### src/rtl/fetch_stage.sv
// Instruction-fetch stage: PC register, next-PC select, IF/ID register and
// a stall hold buffer. The instruction memory is synchronous, so the data for
// im_addr arrives one cycle later; the hold buffer captures it on the first
// stall cycle so that ID keeps seeing the same instruction.
// Optional build macro: FETCH_STATS_EN adds saturating fetch/stall/flush counters.
module fetch_stage #(
   parameter logic [31:0] RESET_PC  = 32'h0000_0000,
   parameter logic [31:0] NOP_INSTR = 32'h0000_0013
) (
   input  logic        clk,
   input  logic        rst_n,
   input  logic [1:0]  branch_ctrl,
   input  logic [31:0] pc_imm_target,
   input  logic [31:0] pc_imm_rs1_target,
   input  logic        pc_write,
   input  logic        instr_flush,
   input  logic        if_id_reg_write,
   output logic [31:0] im_addr,
   input  logic [31:0] im_rdata,
   output logic [31:0] if_id_pc,
   output logic [31:0] if_id_instr,
`ifdef FETCH_STATS_EN
   output logic [31:0] stat_fetch,
   output logic [31:0] stat_stall,
   output logic [31:0] stat_flush,
`endif
   output logic        if_id_valid
);

   logic [31:0] pc_q, pc_d, pc_next;
   logic [31:0] if_id_pc_q, if_id_pc_d;
   logic        if_id_valid_q, if_id_valid_d;
   logic [31:0] hold_q, hold_d;
   logic        hold_valid_q, hold_valid_d;

   // Next-PC select; the reserved encoding falls back to sequential fetch.
   always_comb begin
      pc_next = pc_q + 32'd4;
      case (branch_ctrl)
         2'b01:   pc_next = pc_imm_target;
         2'b10:   pc_next = pc_imm_rs1_target & ~32'h1;
         default: pc_next = pc_q + 32'd4;
      endcase
      pc_d = pc_write ? pc_next : pc_q;
   end

   // IF/ID update: flush beats load, load beats stall.
   always_comb begin
      if_id_pc_d    = if_id_pc_q;
      if_id_valid_d = if_id_valid_q;
      hold_d        = hold_q;
      hold_valid_d  = hold_valid_q;
      if (instr_flush) begin
         if_id_pc_d    = pc_q;
         if_id_valid_d = 1'b0;
         hold_valid_d  = 1'b0;
      end else if (if_id_reg_write) begin
         if_id_pc_d    = pc_q;
         if_id_valid_d = 1'b1;
         hold_valid_d  = 1'b0;
      end else if (!hold_valid_q) begin
         // Only the first stall cycle captures; later cycles would see the next word.
         hold_d       = im_rdata;
         hold_valid_d = 1'b1;
      end
   end

   // Pipeline state registers.
   always_ff @(posedge clk or negedge rst_n) begin
      if (!rst_n) begin
         pc_q          <= RESET_PC;
         if_id_pc_q    <= 32'h0;
         if_id_valid_q <= 1'b0;
         hold_q        <= 32'h0;
         hold_valid_q  <= 1'b0;
      end else begin
         pc_q          <= pc_d;
         if_id_pc_q    <= if_id_pc_d;
         if_id_valid_q <= if_id_valid_d;
         hold_q        <= hold_d;
         hold_valid_q  <= hold_valid_d;
      end
   end

   // Output drive and ID instruction select.
   always_comb begin
      im_addr     = pc_q;
      if_id_pc    = if_id_pc_q;
      if_id_valid = if_id_valid_q;
      if (!if_id_valid_q) begin
         if_id_instr = NOP_INSTR;
      end else if (hold_valid_q) begin
         if_id_instr = hold_q;
      end else begin
         if_id_instr = im_rdata;
      end
   end

`ifdef FETCH_STATS_EN
   logic [31:0] stat_fetch_q, stat_fetch_d;
   logic [31:0] stat_stall_q, stat_stall_d;
   logic [31:0] stat_flush_q, stat_flush_d;

   // Saturating event counters, classified by the same IF/ID priority.
   always_comb begin
      stat_fetch_d = stat_fetch_q;
      stat_stall_d = stat_stall_q;
      stat_flush_d = stat_flush_q;
      if (instr_flush) begin
         if (stat_flush_q != 32'hFFFF_FFFF) stat_flush_d = stat_flush_q + 32'd1;
      end else if (if_id_reg_write) begin
         if (stat_fetch_q != 32'hFFFF_FFFF) stat_fetch_d = stat_fetch_q + 32'd1;
      end else begin
         if (stat_stall_q != 32'hFFFF_FFFF) stat_stall_d = stat_stall_q + 32'd1;
      end
   end

   // Counter registers.
   always_ff @(posedge clk or negedge rst_n) begin
      if (!rst_n) begin
         stat_fetch_q <= 32'h0;
         stat_stall_q <= 32'h0;
         stat_flush_q <= 32'h0;
      end else begin
         stat_fetch_q <= stat_fetch_d;
         stat_stall_q <= stat_stall_d;
         stat_flush_q <= stat_flush_d;
      end
   end

   assign stat_fetch = stat_fetch_q;
   assign stat_stall = stat_stall_q;
   assign stat_flush = stat_flush_q;
`endif

endmodule

### config.mk
export PLATFORM = sky130hd
export DESIGN_NAME = fetch_stage
export DESIGN_NICKNAME = d
export VERILOG_FILES = /design/src/rtl/fetch_stage.sv
export SDC_FILE = /design/constraint.sdc
export NUM_CORES = 1
export LEC_CHECK = 0
export CORE_ASPECT_RATIO = 2
export CORE_MARGIN = 4
export CORE_UTILIZATION = 48
export CTS_CLUSTER_DIAMETER = 30
export DETAILED_ROUTE_END_ITERATION = 10
export GPL_TIMING_DRIVEN = 0
export PLACE_DENSITY = 0.83
export SLEW_MARGIN = 10
export SYNTH_ARGS = -nofsm -noshare
export SYNTH_HDL_FRONTEND = slang
export SYNTH_SLANG_ARGS = --single-unit
### constraint.sdc
create_clock -name clk -period 5 [get_ports clk]
set_input_delay 1 -clock clk [delete_from_list [all_inputs] [get_ports clk]]
set_output_delay 1 -clock clk [all_outputs]
set_load 0.02 [all_outputs]
==> results of run 1 <==
## stage by stage
| step | hold slack (ns) | area [um^2] | utilization [%] | power, W | cells |
|---|---|---|---|---|---|
| CTS | 0.485 | 7690 | 72.5 | 0.00271 | 822 |
| global route | 0.522 | 7690 | 72.5 | 0.00283 | 822 |
| global placement | 0.463 | 7400 | 69.7 | 0.00203 | 805 |
| finish | 0.478 | 7690 | 72.5 | 0.00269 | 822 |
| detailed placement | 0.471 | 7420 | 69.9 | 0.00207 | 806 |
| floorplan | 0.458 | 5240 | - | 0.00157 | 470 |
## path summary, 6_finish.rpt
check / end / slack (ns)
setup / recovery: if_id_instr[13] / 1.65
hold / removal: if_id_pc[6]$_DFFE_PN0N_ / 0.48
max in group asynchronous: im_addr[9]$_DFFE_PN0P_ / 3.66
setup reg to reg: im_addr[14]$_DFFE_PN0P_ / 3.02
min in group asynchronous: if_id_pc[23]$_DFFE_PN0N_ / 0.66
hold reg to reg: if_id_pc[6]$_DFFE_PN0N_ / 0.48
## layout make-up
class / instances / share of cell area [%]
buffer: 34 / 1.82
clock buffer: 10 / 2.98
clock inverter: 6 / 0.553
inverter: 3 / 0.146
multi-input combinational: 335 / 34.3
sequential: 98 / 31.9
tap: 137 / 2.23
timing repair buffer: 199 / 26.1
## sequential cells by signal (all words and copies together), names as in the netlist
register,count
im_addr,32
if_id_pc,32
hold_valid_q,1
hold_q,32
if_id_valid,1
## critical path, cell delays in order
cell	delay [ns]
sky130_fd_sc_hd__clkdlybuf4s50_1	0.49
sky130_fd_sc_hd__mux2i_1	0.07
sky130_fd_sc_hd__nor2b_1	0.16
sky130_fd_sc_hd__clkdlybuf4s50_1	0.62
## power breakdown
part | total [W] | switching [W] | leakage (nW) | internal (W)
Clock | 0.000642 | 0.000303 | 0.129 | 0.000338
Sequential | 0.00112 | 0.000169 | 1.19 | 0.000955
Combinational | 0.000926 | 0.000443 | 1.87 | 0.000483
Total | 0.00269 | 0.000916 | 3.18 | 0.00178
## placed cells by master (no fill, tap or decap), types with 20 or more instances in the layout
cell and n:
sky130_fd_sc_hd__nor2b_1 29, sky130_fd_sc_hd__a221oi_1 20, sky130_fd_sc_hd__dfrtp_1 98, sky130_fd_sc_hd__mux2i_1 53, sky130_fd_sc_hd__a21oi_1 21, sky130_fd_sc_hd__o21ai_0 28, sky130_fd_sc_hd__mux2_2 62, sky130_fd_sc_hd__clkdlybuf4s50_1 197
sky130_fd_sc_hd__nand2_1 34, sky130_fd_sc_hd__clkbuf_1 23
## kinds of logic (layout without fill, tap and decap cells)
group                    Yosys count  in the layout  share of synthesized area [%]
buffers and inverters             37            252                           2.89
adder cells (fa/ha/maj)            3              3                          0.716
AO/OA/AOI/OAI                     91             91                           12.0
AND/OR/NAND/NOR                  123            123                           13.5
flip-flops                        98             98                           46.8
multiplexers                     118            118                           24.1
## routing by layer
layer | vias up | track usage, % | wire [um]
li1 | 2168 | - | -
met1 | 2247 | 25.3 | 5280
met2 | 212 | 48.6 | 8970
met3 | 34 | 5.90 | 1160
met4 | 0 | 10.5 | 379
met5 | - | 0 | 0
==> key figures, run 1 <==
Worst setup path
  – Number of cells on the worst reg-to-reg path: 6
  – Source of the worst register-to-register timing path: im_addr[2]$_DFFE_PN0P_
  – Start-to-end type of the worst setup path: input pin to primary output
  – Arr. time, crit path: 2.35 ns
  – Required time worst endpoint: 4.00 ns
  – Startpoint class of the critical path: input pin
  – Crit. Startpoint: im_rdata[13]
  – Critical path endpoint category: primary output
  – Maximum fanout along the worst path: 2

Timing
  – Final worst slack: 1.65 ns
  – Headroom to the max-slew limit: 60.4%
  – RSZ-0062 raised after global routing: false
  – Setup violations, final: 0
  – Share of the clock period used by the worst path after layout: 66.9%
  – Total Neg Setup Slack: 0 ns
  – Final critical-path required period: 3.35 ns
  – Worst Max-Slew Pin Slew: 0.595 ns
  – Worst-case clock skew: 0.00650 ns
  – Max frequency: 299 MHz
  – Number of hold violations in the final report: 0
  – Final slew viol count: 0

Detailed routing
  – First-pass detailed-route iteration total: 4
  – Post-route antenna net violation count: 0
  – Violation count after the first detailed-routing iteration: 180
  – Total wire length after detailed routing: 15,800 um
  – Drt wl/cell: 19.2 um
  – Detail-routed via count per cell: 5.67
  – Overall via count from detail_route: 4,661
  – DRC errors left: 0

Run
  – Count of maximum capacitance violations: 0

Global route
  – Global-route wire length before repair: 25,100 um
  – Initial antenna violation count: 0
  – Pin count of the biggest net entering global routing: 54
  – Overall Global Routing Usage: 25.5%
  – Sum of overflow across all layers after global routing: 0
  – Vias in the first global route: 5,150

Synthesis
  – Largest cells by area after synthesis: sky130_fd_sc_hd__dfrtp_1 (47%), sky130_fd_sc_hd__mux2_2 (13%), sky130_fd_sc_hd__mux2i_1 (10%), sky130_fd_sc_hd__nor2b_1 (3.5%), sky130_fd_sc_hd__a221o_1 (3.4%)
  – Top cell type's share of synthesized area: 46.8%
  – Post-Synthesis Cell Area: 5240 um^2
  – Sequential cell area fraction in the yosys report: 46.8%
  – Prevailing post-synth register cell: sky130_fd_sc_hd__dfrtp_1
  – Async set-reset flop share out of synthesis: 100%
  – Most frequent cells after synthesis: sky130_fd_sc_hd__dfrtp_1 (98), sky130_fd_sc_hd__mux2_2 (62), sky130_fd_sc_hd__mux2i_1 (53)
  – Cells after synthesis: 470
  – Count of different cell masters after synthesis: 31
  – Avg Cell Area, Syn: 11.2 um^2
  – Number of enable flip-flop cells after synthesis: 0
  – Register bit count reported by yosys: 98
  – Most area-hungry cell type in the Yosys netlist: sky130_fd_sc_hd__dfrtp_1
  – Warnings from Yosys: 0
  – Syn_nets: 576
  – Dominant cell by count in the synthesized netlist: sky130_fd_sc_hd__dfrtp_1

CTS
  – Buffer count from post-CTS setup fixing: 0
  – Count of hold-fix buffers inserted at cts: 0
  – Resized cells post-CTS: 0
  – Longest Clk Path Bufs: 2
  – CTS root buffer: sky130_fd_sc_hd__clkbuf_16
  – TritonCTS Buffers: 9
  – CTS tree: done
  – Source-to-sink clock delay at the later pin of the worst-skew pair: 0.34 ns
  – Htree depth: 3
  – Sink count of the clock tree: 98
  – Reg clk slew, reported paths: 0.06 ns

Floorplan
  – IO Count: 200
  – Overall die area: 12,800 um^2
  – Die Span Y: 156 um
  – Initial core utilization: 49.4%
  – Die span in x: 81.9 um
  – Core Footprint: 10,600 um^2
  – Std cell rows: 53

Run status
  – Run status: complete, no violations

Power
  – Power per Cell Area: 350 nW/um^2
  – P_leak: 3.18 nW
  – Maximum vdd drop: 0.000235 V

Layout
  – Final net count: 786
  – Post-synthesis to final-layout area growth: 46.7%
  – Total area of sequential cells: 2450 um^2
  – Number of diodes added for antenna fixing: 0
  – Proportion of layout cells with a drive suffix above 1: 14.3%
  – Number of fill cells in the layout: 809
  – Area of the multi-input gates: 2640 um^2

Min path
  – Number of cells traversed by the worst hold path: 2
  – Worst min path class: register to register
  – Min-delay src: if_id_pc[6]$_DFFE_PN0N_

Placement
  – Post-DP HPWL: 12,500 um
  – Number of I/O port buffers: 198
  – Routability cong.: 0.895
  – DP Worst Slack: 1.65 ns
Power figures use the tool's default switching activity.
==> run 2, diff against run 1 <==
- CORE_UTILIZATION: 48 -> 45
- PLACE_DENSITY: 0.83 -> 0.79
- clock period: 5 -> 3.3 ns (I/O delays scaled with it)
==> run 2 against run 1 <==
Net effect:
- routed wire length rose by 2.8%
- critical path type is now register to primary output
- worst setup slack got worse by 1.2 ns
- first-iteration DRC count rose by 3.3%
- critical endpoint is now if_id_instr[11]
- register-to-register slack worse by 1.8 ns
- combinational power increased by 51%
- critical path depth rose by 1
- sequential power up 52%
- sequential cell count unchanged
- clock power increased by 52%
- sequential share of layout area about the same
==> key figures, run 2 (synthesis gave the netlist of run 1 again) <==
Global route
  – Pin count of the biggest net entering global routing: 64
  – Sum of overflow across all layers after global routing: 0
  – Overall Global Routing Usage: 24.1%
  – Initial antenna violation count: 0
  – Vias in the first global route: 4,920
  – Global-route wire length before repair: 25,800 um

CTS
  – CTS tree: done
  – CTS root buffer: sky130_fd_sc_hd__clkbuf_16
  – Resized cells post-CTS: 0
  – Source-to-sink clock delay at the later pin of the worst-skew pair: 0.34 ns
  – Htree depth: 3
  – TritonCTS Buffers: 9
  – Reg clk slew, reported paths: 0.07 ns
  – Sink count of the clock tree: 98
  – Count of hold-fix buffers inserted at cts: 0
  – Longest Clk Path Bufs: 2
  – Buffer count from post-CTS setup fixing: 0

Timing
  – Share of the clock period used by the worst path after layout: 87.7%
  – Headroom to the max-slew limit: 55.3%
  – Setup violations, final: 0
  – Max frequency: 345 MHz
  – Final worst slack: 0.405 ns
  – RSZ-0062 raised after global routing: false
  – Hold WS: 0.275 ns
  – Final slew viol count: 0
  – Total Neg Setup Slack: 0 ns
  – Final critical-path required period: 2.90 ns
  – Worst Max-Slew Pin Slew: 0.671 ns
  – Worst-case clock skew: 0.00910 ns
  – Number of hold violations in the final report: 0

Floorplan
  – Die span in x: 84.3 um
  – Initial core utilization: 46.2%
  – IO Count: 200
  – Core Footprint: 11,400 um^2
  – Overall die area: 13,500 um^2
  – Std cell rows: 55
  – Die Span Y: 161 um

Layout
  – Final net count: 786
  – Number of fill cells in the layout: 911
  – Number of diodes added for antenna fixing: 0
  – Fin cells: 826
  – Post-synthesis to final-layout area growth: 46.8%
  – Proportion of layout cells with a drive suffix above 1: 14.2%
  – Most frequent cells in the layout: sky130_fd_sc_hd__clkdlybuf4s50_1 (197), sky130_fd_sc_hd__dfrtp_1 (98), sky130_fd_sc_hd__mux2_2 (62), sky130_fd_sc_hd__mux2i_1 (53), sky130_fd_sc_hd__nand2_1 (34)
  – Most common library cell in the layout ignoring fill and taps: sky130_fd_sc_hd__clkdlybuf4s50_1
  – Share of the core filled with cells in the final layout: 67.8%

Worst setup path
  – Critical path endpoint category: primary output
  – Startpoint class of the critical path: register
  – Start-to-end type of the worst setup path: register to primary output
  – Required time worst endpoint: 2.64 ns
  – Arr. time, crit path: 2.24 ns
  – Maximum fanout along the worst path: 10

Run status
  – Run status: complete, no violations

Detailed routing
  – Detailed route wirelength on metal3: 1080 um
  – Overall via count from detail_route: 4,690
  – First-pass detailed-route iteration total: 4
  – Metal1 wirelength: 5480 um
  – Post-route antenna net violation count: 0
  – Detail-routed via count per cell: 5.68
  – Total wire length after detailed routing: 16,200 um
  – Top routing layer in use: met4
  – DRC errors left: 0
  – Violation count after the first detailed-routing iteration: 186
  – Drt wl/cell: 19.6 um
  – Total length of routed met2 wires: 9140 um

Placement
  – Post-DP HPWL: 12,700 um
  – Number of I/O port buffers: 198
  – DP Worst Slack: 0.408 ns
  – Placed instance count: 811
  – Routability cong.: 0.866

Power
  – P_leak: 3.18 nW
  – Power per Cell Area: 529 nW/um^2
  – Maximum vdd drop: 0.000415 V

Run
  – Count of maximum capacitance violations: 0

Min path
  – Worst min path class: input pin to asynchronous set/reset pin
## run 2: routing by layer
metal,track usage (%),up-vias
li1,-,2162
met3,5.80,36
met5,0,-
met4,11.6,0
met1,24.1,2289
met2,45.3,203
## run 2: final cells by class
type	instances	area (um^2)	share of cell area, %
clock inverter	4	28.8	0.374
multi-input combinational	335	2640	34.3
tap	142	178	2.31
inverter	3	11.3	0.146
sequential	98	2450	31.9
clock buffer	11	243	3.15
timing repair buffer	199	2010	26.1
buffer	34	140	1.82
## run 2: through the flow
stage	total power (W)	cell area [um^2]
2_1_floorplan	0.00237	5240
3_3_place_gp	0.00307	7400
3_5_place_dp	0.00313	7430
4_1_cts	0.00411	7700
5_1_grt	0.00429	7700
6_report	0.00407	7700
## run 2: worst paths after layout
check                           cells past startpoint                   start  slack (ns)                 endpoint
worst max-delay path                                5  hold_valid_q$_DFF_PN0_        0.40          if_id_instr[11]
worst min-delay path                                1                   rst_n        0.27   hold_q[19]$_DFFE_PN0P_
worst max register to register                      5  im_addr[4]$_DFFE_PN0P_        1.25  im_addr[11]$_DFFE_PN0P_
worst min register to register                      1   hold_q[5]$_DFFE_PN0P_        0.49    hold_q[5]$_DFFE_PN0P_
max in group asynchronous                           2                   rst_n        2.34   im_addr[9]$_DFFE_PN0P_
min in group clk                                    1   hold_q[5]$_DFFE_PN0P_        0.49    hold_q[5]$_DFFE_PN0P_
## run 2: power by group
part / leakage, nW / internal, W / switching, W
logic: 1.87 / 0.000731 / 0.000666
registers: 1.19 / 0.00145 / 0.000252
clock network: 0.128 / 0.000528 / 0.000446
total: 3.18 / 0.00271 / 0.00136
## run 2: worst max-delay path, stage by stage, from the launching register on
cell and delay [ns]:
sky130_fd_sc_hd__dfrtp_1 0.32, sky130_fd_sc_hd__clkbuf_1 0.29, sky130_fd_sc_hd__buf_2 0.37, sky130_fd_sc_hd__mux2i_1 0.13
sky130_fd_sc_hd__nor2b_1 0.14, sky130_fd_sc_hd__clkdlybuf4s50_1 0.64
==> run 3, diff against run 2 <==
- HOLD_SLACK_MARGIN: not set -> 0.02
==> results of run 3 <==
Final layout, timing and power as in run 2 (identical DEF).
